`src/rtl/uart_tx_frame_gen.sv`:
```
// UART transmit frame generator: a byte FIFO feeding a START/DATA/PARITY/STOP
// serialiser whose baud and parity settings are captured when each byte is popped.
module uart_tx_frame_gen #(
  parameter int FIFO_DEPTH = 4
) (
  input  logic                          pclk,
  input  logic                          preset_n,
  input  logic                          cfg_en,
  input  logic                          cfg_parity_en,
  input  logic                          cfg_parity_odd,
  input  logic [7:0]                    cfg_br,
  input  logic                          tx_valid,
  input  logic [7:0]                    tx_data,
  output logic                          tx_ready,
  output logic                          uart_tx,
  output logic                          tx_busy,
  output logic                          tx_done,
  output logic [$clog2(FIFO_DEPTH):0]   fifo_level
);
  localparam int PW = $clog2(FIFO_DEPTH);
  localparam int LW = PW + 1;
  localparam logic [LW-1:0] FULL_LVL = LW'(FIFO_DEPTH);

  typedef enum logic [2:0] {S_IDLE, S_START, S_DATA, S_PARITY, S_STOP} state_t;

  state_t          state_q, state_d;
  logic [7:0]      mem_q [FIFO_DEPTH];
  logic [PW-1:0]   wr_ptr_q, wr_ptr_d, rd_ptr_q, rd_ptr_d;
  logic [LW-1:0]   level_q, level_d;
  logic [11:0]     width_cnt_q, width_cnt_d;
  logic [2:0]      bit_idx_q, bit_idx_d;
  logic [7:0]      br_q, br_d;
  logic [7:0]      shift_q, shift_d;
  logic            par_en_q, par_en_d;
  logic            par_bit_q, par_bit_d;
  logic            uart_tx_q, uart_tx_d;
  logic            tx_done_q, tx_done_d;
  logic            push, pop, bit_end, full, empty;

  assign full    = (level_q == FULL_LVL);
  assign empty   = (level_q == '0);
  assign push    = tx_valid & ~full;
  // 16*(br+1)-1 is simply br followed by four ones, so it never overflows 12 bits
  assign bit_end = (width_cnt_q == {br_q, 4'hF});
  assign pop     = cfg_en & ~empty &
                   ((state_q == S_IDLE) | ((state_q == S_STOP) & bit_end));

  always_comb begin
    wr_ptr_d = wr_ptr_q;
    rd_ptr_d = rd_ptr_q;
    level_d  = level_q;
    if (push) wr_ptr_d = wr_ptr_q + PW'(1);
    if (pop)  rd_ptr_d = rd_ptr_q + PW'(1);
    case ({push, pop})
      2'b10:   level_d = level_q + LW'(1);
      2'b01:   level_d = level_q - LW'(1);
      default: level_d = level_q;
    endcase
  end

  always_comb begin
    state_d     = state_q;
    width_cnt_d = width_cnt_q + 12'd1;
    bit_idx_d   = bit_idx_q;
    br_d        = br_q;
    shift_d     = shift_q;
    par_en_d    = par_en_q;
    par_bit_d   = par_bit_q;
    tx_done_d   = 1'b0;
    uart_tx_d   = 1'b1;
    case (state_q)
      S_IDLE:  width_cnt_d = '0;
      S_START: if (bit_end) begin
        state_d     = S_DATA;
        width_cnt_d = '0;
      end
      S_DATA: if (bit_end) begin
        width_cnt_d = '0;
        shift_d     = {1'b0, shift_q[7:1]};
        bit_idx_d   = bit_idx_q + 3'd1;
        if (bit_idx_q == 3'd7) state_d = par_en_q ? S_PARITY : S_STOP;
      end
      S_PARITY: if (bit_end) begin
        state_d     = S_STOP;
        width_cnt_d = '0;
      end
      S_STOP: if (bit_end) begin
        state_d     = S_IDLE;
        width_cnt_d = '0;
        tx_done_d   = 1'b1;
      end
      default: state_d = S_IDLE;
    endcase
    // A pop in the last STOP cycle overrides the return to IDLE (back-to-back frames)
    if (pop) begin
      state_d     = S_START;
      width_cnt_d = '0;
      bit_idx_d   = '0;
      shift_d     = mem_q[rd_ptr_q];
      br_d        = cfg_br;
      par_en_d    = cfg_parity_en;
      par_bit_d   = (^mem_q[rd_ptr_q]) ^ cfg_parity_odd;
    end
    case (state_d)
      S_START:  uart_tx_d = 1'b0;
      S_DATA:   uart_tx_d = shift_d[0];
      S_PARITY: uart_tx_d = par_bit_d;
      default:  uart_tx_d = 1'b1;
    endcase
  end

  always_ff @(posedge pclk or negedge preset_n) begin
    if (!preset_n) begin
      state_q     <= S_IDLE;
      wr_ptr_q    <= '0;
      rd_ptr_q    <= '0;
      level_q     <= '0;
      width_cnt_q <= '0;
      bit_idx_q   <= '0;
      br_q        <= '0;
      par_en_q    <= 1'b0;
      uart_tx_q   <= 1'b1;
      tx_done_q   <= 1'b0;
    end else begin
      state_q     <= state_d;
      wr_ptr_q    <= wr_ptr_d;
      rd_ptr_q    <= rd_ptr_d;
      level_q     <= level_d;
      width_cnt_q <= width_cnt_d;
      bit_idx_q   <= bit_idx_d;
      br_q        <= br_d;
      par_en_q    <= par_en_d;
      uart_tx_q   <= uart_tx_d;
      tx_done_q   <= tx_done_d;
    end
  end

  // Payload storage carries no reset; the pointers and level define what is valid
  always_ff @(posedge pclk) begin
    shift_q   <= shift_d;
    par_bit_q <= par_bit_d;
    if (push) mem_q[wr_ptr_q] <= tx_data;
  end

  assign tx_ready   = ~full;
  assign uart_tx    = uart_tx_q;
  assign tx_busy    = (state_q != S_IDLE);
  assign tx_done    = tx_done_q;
  assign fifo_level = level_q;

endmodule
```
`config.mk`:
```
export PLATFORM = sky130hd
export DESIGN_NAME = uart_tx_frame_gen
export DESIGN_NICKNAME = d
export VERILOG_FILES = /design/src/rtl/uart_tx_frame_gen.sv
export SDC_FILE = /design/constraint.sdc
export NUM_CORES = 1
export LEC_CHECK = 0
export CAP_MARGIN = 20
export CORE_ASPECT_RATIO = 1.5
export CORE_MARGIN = 8
export CORE_UTILIZATION = 60
export DETAILED_ROUTE_END_ITERATION = 16
export DONT_BUFFER_PORTS = 1
export HOLD_SLACK_MARGIN = 0.12
export PLACE_DENSITY = 0.74
export SYNTH_ARGS = -nofsm -noshare
export SYNTH_HDL_FRONTEND = slang
export SYNTH_SLANG_ARGS = --single-unit
```
`constraint.sdc`:
```
create_clock -name pclk -period 3.1 [get_ports pclk]
set_clock_uncertainty 0.05 [all_clocks]
set_input_delay 0.31 -clock pclk [delete_from_list [all_inputs] [get_ports pclk]]
set_output_delay 0.31 -clock pclk [all_outputs]
set_load 0.02 [all_outputs]
```
---- After elaboration in Yosys (flattened, before gate mapping) ----
Memories as Yosys holds them, arrays and structs flattened.
Index checks and enable logic that the tools add are counted.
storage, ports and cells
  register bits after elaboration ......... 45
  bits in latches ......................... 0
  memory bits (writable) .................. 32
  ROM bits ................................ 0
  input bits .............................. 22
  output and inout port bits .............. 7
  logic and storage cells ................. 73
  memories kept ........................... 1
memories
  name   words  bits a word  read ports  clocked after memory_dff  write ports  RTL line  source
  mem_q  4      8            1           0                         1            27        logic [7:0] mem_q [FIFO_DEPTH];
cells by class
  add/sub/neg operators ................... 6
  multipliers ............................. 0
  div/mod/pow operators ................... 0
  magnitude comparators ................... 0
  equal/unequal tests ..................... 12
  shift operators ......................... 0
  mux-type cells .......................... 24
  bitwise gates (word level) .............. 8
  reductions and logical operators ........ 9
operators by type and width
  cell                                                                 number
  3-bit two-way mux                                                    10
  12-bit two-way mux                                                   2
  8-bit two-way mux                                                    3
  12-bit one-hot mux with 2 select lines                               1
  3-bit one-hot mux with 5 select lines                                1
  12-bit by 1-bit adder with 12-bit output (second input constant)     1
  12-bit == test                                                       1
  3-bit by 2-bit == test with 1-bit output (second input constant)     4
  3-bit == test (second input constant)                                3
  8-bit parity                                                         1
  3-bit by 1-bit adder with 3-bit output (second input constant)       2
  3-bit by 1-bit == test with 1-bit output (second input constant)     2
  3-bit logical NOT                                                    2
  3-bit one-hot mux with 2 select lines                                1
  2-bit nonzero test                                                   3
  1-bit two-way mux                                                    5
  2-bit by 1-bit adder with 2-bit output (second input constant)       2
  1-bit AND                                                            4
  4-bit OR reduction                                                   1
  1-bit one-hot mux with 3 select lines                                1
  3-bit nonzero test                                                   1
  3-bit by 1-bit subtractor with 3-bit output (second input constant)  1
  2-bit by 1-bit == test with 1-bit output (second input constant)     1
  2-bit == test (second input constant)                                1
  other kinds (4)                                                      5

---- Depth between registers and ports, before layout ----
Gate-level depths: netlist of the first run.
  word-level depth ........................ 7
  depth in mapped cells ................... 13
  gate-level depth less buffers ........... 11

---- Worst setup path after synthesis of the first run ----
OpenSTA, ideal clock, no wires.
  kind .................................... reg2reg
  start point ............................. register width_cnt_q[0]
  end point ............................... register level_q[2], in the netlist fifo_level[2]
  arrival time ............................ 2.742 ns
  required time ........................... 2.970 ns
  path slack .............................. 0.229 ns
  stages on the path, launching flop included .. 14
  period minus slack after synthesis ...... 2.871 ns
  cell sequence ........................... dfrtp_1 -> ha_1 -> and3_1 -> clkbuf_1 -> and3_1 -> nand3_2 -> a21oi_2 -> buf_4 -> ha_1 -> inv_1 -> fa_1 -> xor2_1 -> nor2_1 -> xor2_1
between the ends
  cells in the longest elaborated chain, start to end .. 6
  elaborated cells on any way between the ends .. 8
  those cells by class .................... 3 x eq/ne; 1 x mux; 3 x bitwise; 1 x reduce/logical
RTL lines
  what                                                                         RTL line  source
  from (decl)                                                                  30        logic [11:0] width_cnt_q, width_cnt_d;
  from (signal assigned)                                                       129       width_cnt_q <= width_cnt_d;
  12-bit == test *                                                             44        assign bit_end = (width_cnt_q == {br_q, 4'hF});
  1-bit AND *                                                                  46        ((state_q == S_IDLE) | ((state_q == S_STOP) & bit_end));
  1-bit OR *                                                                   46
  1-bit AND *                                                                  45        assign pop = cfg_en & ~empty &
  2-bit by 1-bit == test with 1-bit output or 2-bit == test (tied branches)    54        case ({push, pop})
  3-bit one-hot mux with 2 select lines or 2-bit nonzero test (tied branches)  -
  to (signal assigned)                                                         128       level_q <= level_d;
  to (decl)                                                                    29        logic [LW-1:0] level_q, level_d;
Every way passes the cells marked *; elsewhere a longest branch is shown, timed or not.
A chain may end at the register's enable or synchronous reset.

---- Final worst setup path of the first run ----
  start point ............................. register width_cnt_q[5]
  end point ............................... register level_q[2], in the netlist fifo_level[2]
The elaborated chain is that of the path after synthesis.

==> results.py, run 1 <==
metrics = {
    "outcome": {
        "outcome": "complete, no violations",
    },
    "logic_synthesis": {
        "synthXorXnorAreaFrac_pct": 8.665,
        "synth_area_leaders": "edfxtp_1, dfrtp_1, mux4_1",
        "ys_warn_count": 0,
        "synth_top_area_share_pct": 34.22,
        "synth_area_mm2": 0.003422,
        "synth_common_cells": "edfxtp_1, dfrtp_1, nor2_1",
        "synth-async-reset-ratio_pct": 46.75,
        "ys.flop_type": "edfxtp_1",
        "synth_cells": 232,
        "synth_edf_count": 39,
        "seq_area_frac_synth_pct": 61.76,
        "synth_area_per_cell_um2": 14.75,
        "yosys.area.top_type": "edfxtp_1",
        "synth_adder_area_share_pct": 3.510,
        "synth-seq-cells": 77,
        "synth_compound_area_share_pct": 3.985,
        "syn_nets": 263,
        "synth_top_family_by_area": "multiplexers",
        "synth_simple_gate_area_share_pct": 8.556,
        "ys_types": 42,
        "synth.most_common_cell": "edfxtp_1",
        "synthMuxAreaShare_pct": 11.15,
    },
    "timing": {
        "post-route-period-util_pct": 85.13,
        "max_freq_mhz": 378.9,
        "fin_crit_ps": 2639,
        "final.setup.tns_ps": 0,
        "hold_viol_final": 0,
        "worstMarginPinSlew_ps": 693.6,
        "slew_headroom_pct": 53.17,
        "setup_viol": 0,
        "drv_slew": 0,
        "rsz0062_at_grt": "no",
        "setup_slack_ps": 461.1,
    },
    "cells_and_area": {
        "final_layout_size_suffix_gt1_share_pct": 14.89,
        "seq_area_mm2": 0.002113,
        "diodes": 0,
        "fillCellCount": 388,
        "layout.nets": 288,
        "multi_input_area_mm2": 0.001227,
        "area_growth_pct": 13.27,
        "stdcell_count": 332,
    },
    "grt": {
        "grt_max_degree": 37,
        "grt_pass1_vias": 1973,
        "antenna_found_initial": 0,
        "grt_usage_pct": 15.40,
        "grt_overflow": 0,
        "grt_pass1_wl_um": 9818,
    },
    "worst_setup_path": {
        "crit_start": "width_cnt_q[5]",
        "critPathMaxFanout": 7,
        "crit_end": "fifo_level[2]",
        "critPathMaxStageDelay_ps": 440,
        "crit_path_start_kind": "flop",
        "critPathCaptureType": "flop",
        "cp_slowest_cell": "dfrtp_1",
        "rr_startpoint": "width_cnt_q[5]",
        "r2r_slack_ps": 460,
        "required_ps": 3320,
        "ff2ff_path_depth": 10,
        "arrival_ps": 2860,
        "r2r_end": "fifo_level[2]",
        "crit_top_cell": "xor2_1",
        "cp_cell_sequence": "xor2_1 > nor4_4 > nand3_2 > a21oi_2 > ha_1 > inv_1 > fa_1 > xor2_1 > nor2_1 > xor2_1",
        "critical_path_class": "flop to flop",
    },
    "floorplanning": {
        "die_x_um": 77.66,
        "core_area_mm2": 0.005492,
        "rows": 33,
        "initial_core_util_pct": 62.31,
        "die_area_mm2": 0.008426,
        "ios": 29,
        "die_h_um": 108.5,
    },
    "clock_network": {
        "clock_path_buffers": 2,
        "numCtsBuffers": 9,
        "cts_resized": 0,
        "cts_setup_buffers": 0,
        "clk_pin_slew_ps": 80,
        "cts_root_buf": "clkbuf_8",
        "clk_latency_ps": 340,
        "cts_tree": "done",
        "ctsHtreeMaxLevel": 3,
        "cts.sinks": 77,
    },
    "pwr": {
        "vdd_drop_max_v": 0.0004852,
        "switching_power_mw": 0.9518,
        "pwr-share-comb_pct": 27.0,
        "power.density_mw_per_mm2": 783.1,
        "seqPwrFrac_pct": 48.2,
        "p_int_mw": 2.084,
        "swShare_pct": 31.35,
        "p_leak_nw": 1.591,
        "p_total_mw": 3.036,
        "power.share.clock_pct": 24.9,
    },
    "placement": {
        "dp_cells": 297,
        "finalWeightedCongestion": 0.7811,
        "pre_cts_slack_ps": 477.9,
        "dp_hpwl_um": 4005,
        "port_buffers": 0,
    },
    "route": {
        "wl_per_cell_um": 18.30,
        "drtAntennaViolNets": 0,
        "drt_iter0_markers": 103,
        "vias": 1881,
        "totalWireLength_um": 6074,
        "route.detailed.drc": 0,
        "viasPerCell": 5.666,
        "drt_pass1_iterations": 4,
    },
    "run": {
        "drv_cap": 0,
    },
    "min_path": {
        "hold-path-cell-count": 2,
        "hp-class": "input pin to flop",
    },
}
[per-stage QoR]
| step | utilization, % | hold WS (ps) | instance area (µm²) |
|---|---|---|---|
| finish | 70.59 | 210.6 | 3876 |
| global placement | 63.32 | -34.23 | 3477 |
| global route | 70.59 | 207.2 | 3876 |
| floorplan | - | -35.59 | 3422 |
| detailed placement | 63.32 | -34.14 | 3477 |
| CTS | 70.59 | 190.1 | 3876 |
[area by class of cell]
class / count / share of cell area, %
Clock buffer: 10 / 3.292
Sequential cell: 77 / 54.52
Inverter: 9 / 0.8715
Multi-Input combinational cell: 139 / 31.67
Clock inverter: 6 / 1.840
Timing Repair Buffer: 21 / 5.552
Tap cell: 70 / 2.260
[critical path: cells and delay by family, from the launching register on]
kind / cells / cell delay [ps]
AO/OA/AOI/OAI: 1 / 210
AND/OR/NAND/NOR: 3 / 740
XOR/XNOR: 3 / 490
adder cells (fa/ha/maj): 2 / 580
buffers and inverters: 1 / 60
flip-flops: 1 / 440
[how the worst min path moves through the flow]
stage                        start      endpoint  slack [ps]
after floorplan           preset_n  bit_idx_q[0]         -40
after global placement    preset_n       tx_done         -30
after detailed placement  preset_n       tx_done         -30
after CTS                 tx_valid   wr_ptr_q[0]         190
after global routing      tx_valid   wr_ptr_q[0]         210
final                     tx_valid   wr_ptr_q[0]         210
[logic make-up after synthesis]
logic type / after synthesis
flip-flops: 77
AND/OR/NAND/NOR: 54
XOR/XNOR: 33
multiplexers: 24
AO/OA/AOI/OAI: 19
buffers and inverters: 16
adder cells (fa/ha/maj): 9
[timing repair]
item / 4_1_cts / 5_1_grt
endpoints found under the setup margin: 0 / 0
hold buffers: 19 / 0
hold endpoints to repair: 77 / 0
[flip-flops by register name, indices dropped and copies added, names as in the netlist, 3 cells and up]
signal / cells
bit_idx_q: 3
shift_q: 8
state_q: 3
br_q: 8
width_cnt_q: 12
fifo_level: 3
mem_q: 32
[power by group through the flow]
stage | Combinational, mW | Sequential [mW] | Clock, mW
floorplan | 0.706 | 1.41 | 0
global placement | 0.777 | 1.47 | 0
detailed placement | 0.790 | 1.48 | 0
CTS | 0.824 | 1.46 | 0.773
global route | 0.894 | 1.48 | 0.806
finish | 0.819 | 1.46 | 0.755
[per-layer routing]
metal	up-vias	track usage, %	wire [µm]
li1	893	-	-
met1	944	14.88	2267
met2	30	28.94	3459
met3	14	4.568	186
met4	0	7.317	161
met5	-	0	0
[layout by cell type, fill, tap and decap left out, types with 2 or more instances in the layout]
master,n
a22o_1,5
o21ai_0,6
nand3_1,9
and4_1,2
mux2i_1,4
xnor2_1,15
inv_6,2
ha_1,8
and2_1,3
mux4_1,6
dlygate4sd3_1,18
mux4_2,2
dfxtp_1,2
buf_4,2
clkbuf_8,9
mux2_2,11
and3_1,10
clkinvlp_4,2
nor2_1,18
dfrtp_1,35
a21oi_1,2
xor2_1,17
inv_1,9
edfxtp_1,39
nand2_1,5
Power figures use the tool's default switching activity.
==> run 2: changes to the inputs <==
- GPL_TIMING_DRIVEN: not set -> 0
==> run 2 against run 1 <==
Via count grew 0.27%. Critical endpoint unchanged. Sequential share of layout area is 0.40 points lower. Cell count up 1.5%. Combinational power is 6.6% higher. Die area did not move. Global-route usage fell by 0.55 points. Highest routed layer unchanged. Power decreased by 1.8%. Core utilization up 0.52 points. Flip-flop and latch count unchanged. Cell area rose by 0.74%.
==> results.py, run 2 (synthesized netlist as in run 1, its figures left out) <==
metrics = {
    "clock_network": {
        "numCtsBuffers": 9,
        "clk_latency_ps": 340,
        "clock_path_buffers": 2,
        "ctsHtreeMaxLevel": 3,
        "cts_root_buf": "clkbuf_8",
        "cts_tree": "done",
        "cts.sinks": 77,
        "clk_pin_slew_ps": 80,
    },
    "cells_and_area": {
        "final_cell_mix": "edfxtp_1, dfrtp_1, nor2_1, dlygate4sd3_1, xor2_1",
        "design_area_mm2": 0.003905,
        "final_common_cell": "edfxtp_1",
        "fillCellCount": 371,
        "area_growth_pct": 14.11,
        "final_layout_size_suffix_gt1_share_pct": 16.85,
        "diodes": 0,
        "layout.nets": 293,
        "largest_reg_flops": 32,
        "regMostFlops": "mem_q",
        "top_regs": "mem_q x32, width_cnt_q x12",
        "final_core_util_pct": 71.11,
    },
    "floorplanning": {
        "die_x_um": 77.66,
        "ios": 29,
        "rows": 33,
        "core_area_mm2": 0.005492,
        "die_area_mm2": 0.008426,
        "die_h_um": 108.5,
        "initial_core_util_pct": 62.31,
    },
    "worst_setup_path": {
        "crit_path_start_kind": "flop",
        "crit_start": "width_cnt_q[5]",
        "critical_path_class": "flop to flop",
        "rr_startpoint": "width_cnt_q[5]",
        "critPathMaxFanout": 10,
        "critPathCaptureType": "flop",
        "required_ps": 3320,
        "cp_slowest_cell": "dfrtp_1",
        "crit_top_cell": "xor2_1",
        "cp_cell_sequence": "xor2_1 > nor4_4 > nand3_2 > a21oi_4 > buf_4 > ha_1 > inv_1 > fa_1 > xor2_1 > nor2_1 > xor2_1",
        "path_buf_inv": 2,
        "critical_path.top_delay_family": "simple AND/OR/NAND/NOR gates",
        "crit_end": "fifo_level[2]",
        "arrival_ps": 3110,
        "r2r_slack_ps": 200,
        "critPathMaxStageDelay_ps": 450,
        "cp.depth": 11,
        "ff2ff_path_depth": 11,
        "r2r_end": "fifo_level[2]",
    },
    "run": {
        "drv_cap": 0,
    },
    "pwr": {
        "power.density_mw_per_mm2": 763.5,
        "p_total_mw": 2.981,
        "p_leak_nw": 1.609,
        "vdd_drop_max_v": 0.0004850,
    },
    "timing": {
        "drv_slew": 0,
        "fin_crit_ps": 2898,
        "worstMarginPinSlew_ps": 955.2,
        "setup_viol": 0,
        "hold_viol_final": 0,
        "max_freq_mhz": 345.1,
        "hold_slack_ps": 204.3,
        "slew_headroom_pct": 35.51,
        "rsz0062_at_grt": "no",
        "post-route-period-util_pct": 93.49,
    },
    "route": {
        "drt_pass1_iterations": 4,
        "viasPerCell": 5.596,
        "drt_iter0_markers": 71,
        "wl_per_cell_um": 16.77,
        "totalWireLength_um": 5650,
        "vias": 1886,
        "drtAntennaViolNets": 0,
        "route.detailed.drc": 0,
    },
    "grt": {
        "antenna_found_initial": 0,
        "grt_max_degree": 37,
        "grt_usage_pct": 14.85,
        "grt_pass1_vias": 2045,
        "grt_pass1_wl_um": 9763,
        "grt_overflow": 0,
    },
    "min_path": {
        "hp-start": "tx_valid",
        "hp-class": "input pin to flop",
    },
    "placement": {
        "finalWeightedCongestion": 0.8192,
        "port_buffers": 0,
        "dpl_cell_area_mm2": 0.003510,
        "dp_hpwl_um": 3949,
    },
    "outcome": {
        "outcome": "complete, no violations",
    },
}
==> run 2: cell count changes in the layout (fill, tap and decap cells not counted), sizes merged <==
cell / change
buf: +3
bufinv: -1
clkbuf: +1
clkinv: +1
inv: +1
==> run 2: timing repair <==
item,CTS,global route
endpoints found under the hold margin,77,0
setup endpoints to repair,2,1
buffers inserted,1,0
hold buffers,19,0
resized for setup,1,1
pin swaps,1,0
gates cloned,0,0
==> run 2: area by class of cell <==
| type | count | area [µm²] | area share, % |
|---|---|---|---|
| inverters | 9 | 33.78 | 0.8651 |
| well taps | 70 | 87.58 | 2.243 |
| clock inverters | 7 | 58.81 | 1.506 |
| plain buffers | 6 | 43.79 | 1.121 |
| repair buffers | 20 | 207.7 | 5.319 |
| flip-flops and latches | 77 | 2113 | 54.12 |
| multi-input cells | 139 | 1236 | 31.66 |
| clock buffers | 9 | 123.9 | 3.172 |
==> run 2: worst min path at each step <==
stage | to | cells past startpoint
floorplan | bit_idx_q[0] | 0
global placement | tx_done | 0
detailed placement | tx_done | 0
CTS | wr_ptr_q[0] | 2
global route | wr_ptr_q[0] | 2
finish | wr_ptr_q[0] | 2
==> run 2: report_power, final <==
| part | internal, mW | switching (mW) | leakage, nW | total [mW] |
|---|---|---|---|---|
| clock network | 0.301 | 0.389 | 0.0868 | 0.690 |
| logic | 0.431 | 0.442 | 0.673 | 0.873 |
| registers | 1.29 | 0.125 | 0.849 | 1.42 |
| total | 2.03 | 0.955 | 1.61 | 2.98 |
==> run 2: stage by stage <==
| step | setup TNS [ps] | setup WS [ps] | std cells |
|---|---|---|---|
| 2_1_floorplan | 0 | 228.7 | 232 |
| 3_3_place_gp | -219.4 | -207.8 | 302 |
| 3_5_place_dp | -320.8 | -257.9 | 302 |
| 4_1_cts | 0 | 122.8 | 338 |
| 5_1_grt | 0 | 22.92 | 337 |
| 6_report | 0 | 201.9 | 337 |
==> run 2: routing by layer <==
| layer | wire [µm] | up-vias | share of wire, % | track usage (%) |
|---|---|---|---|---|
| met5 | 0 | - | 0 | 0 |
| met4 | 91 | 0 | 1.6 | 6.911 |
| met3 | 147 | 9 | 2.6 | 3.488 |
| met2 | 3196 | 25 | 57 | 27.44 |
| met1 | 2215 | 944 | 39 | 15.39 |
| li1 | - | 908 | - | - |
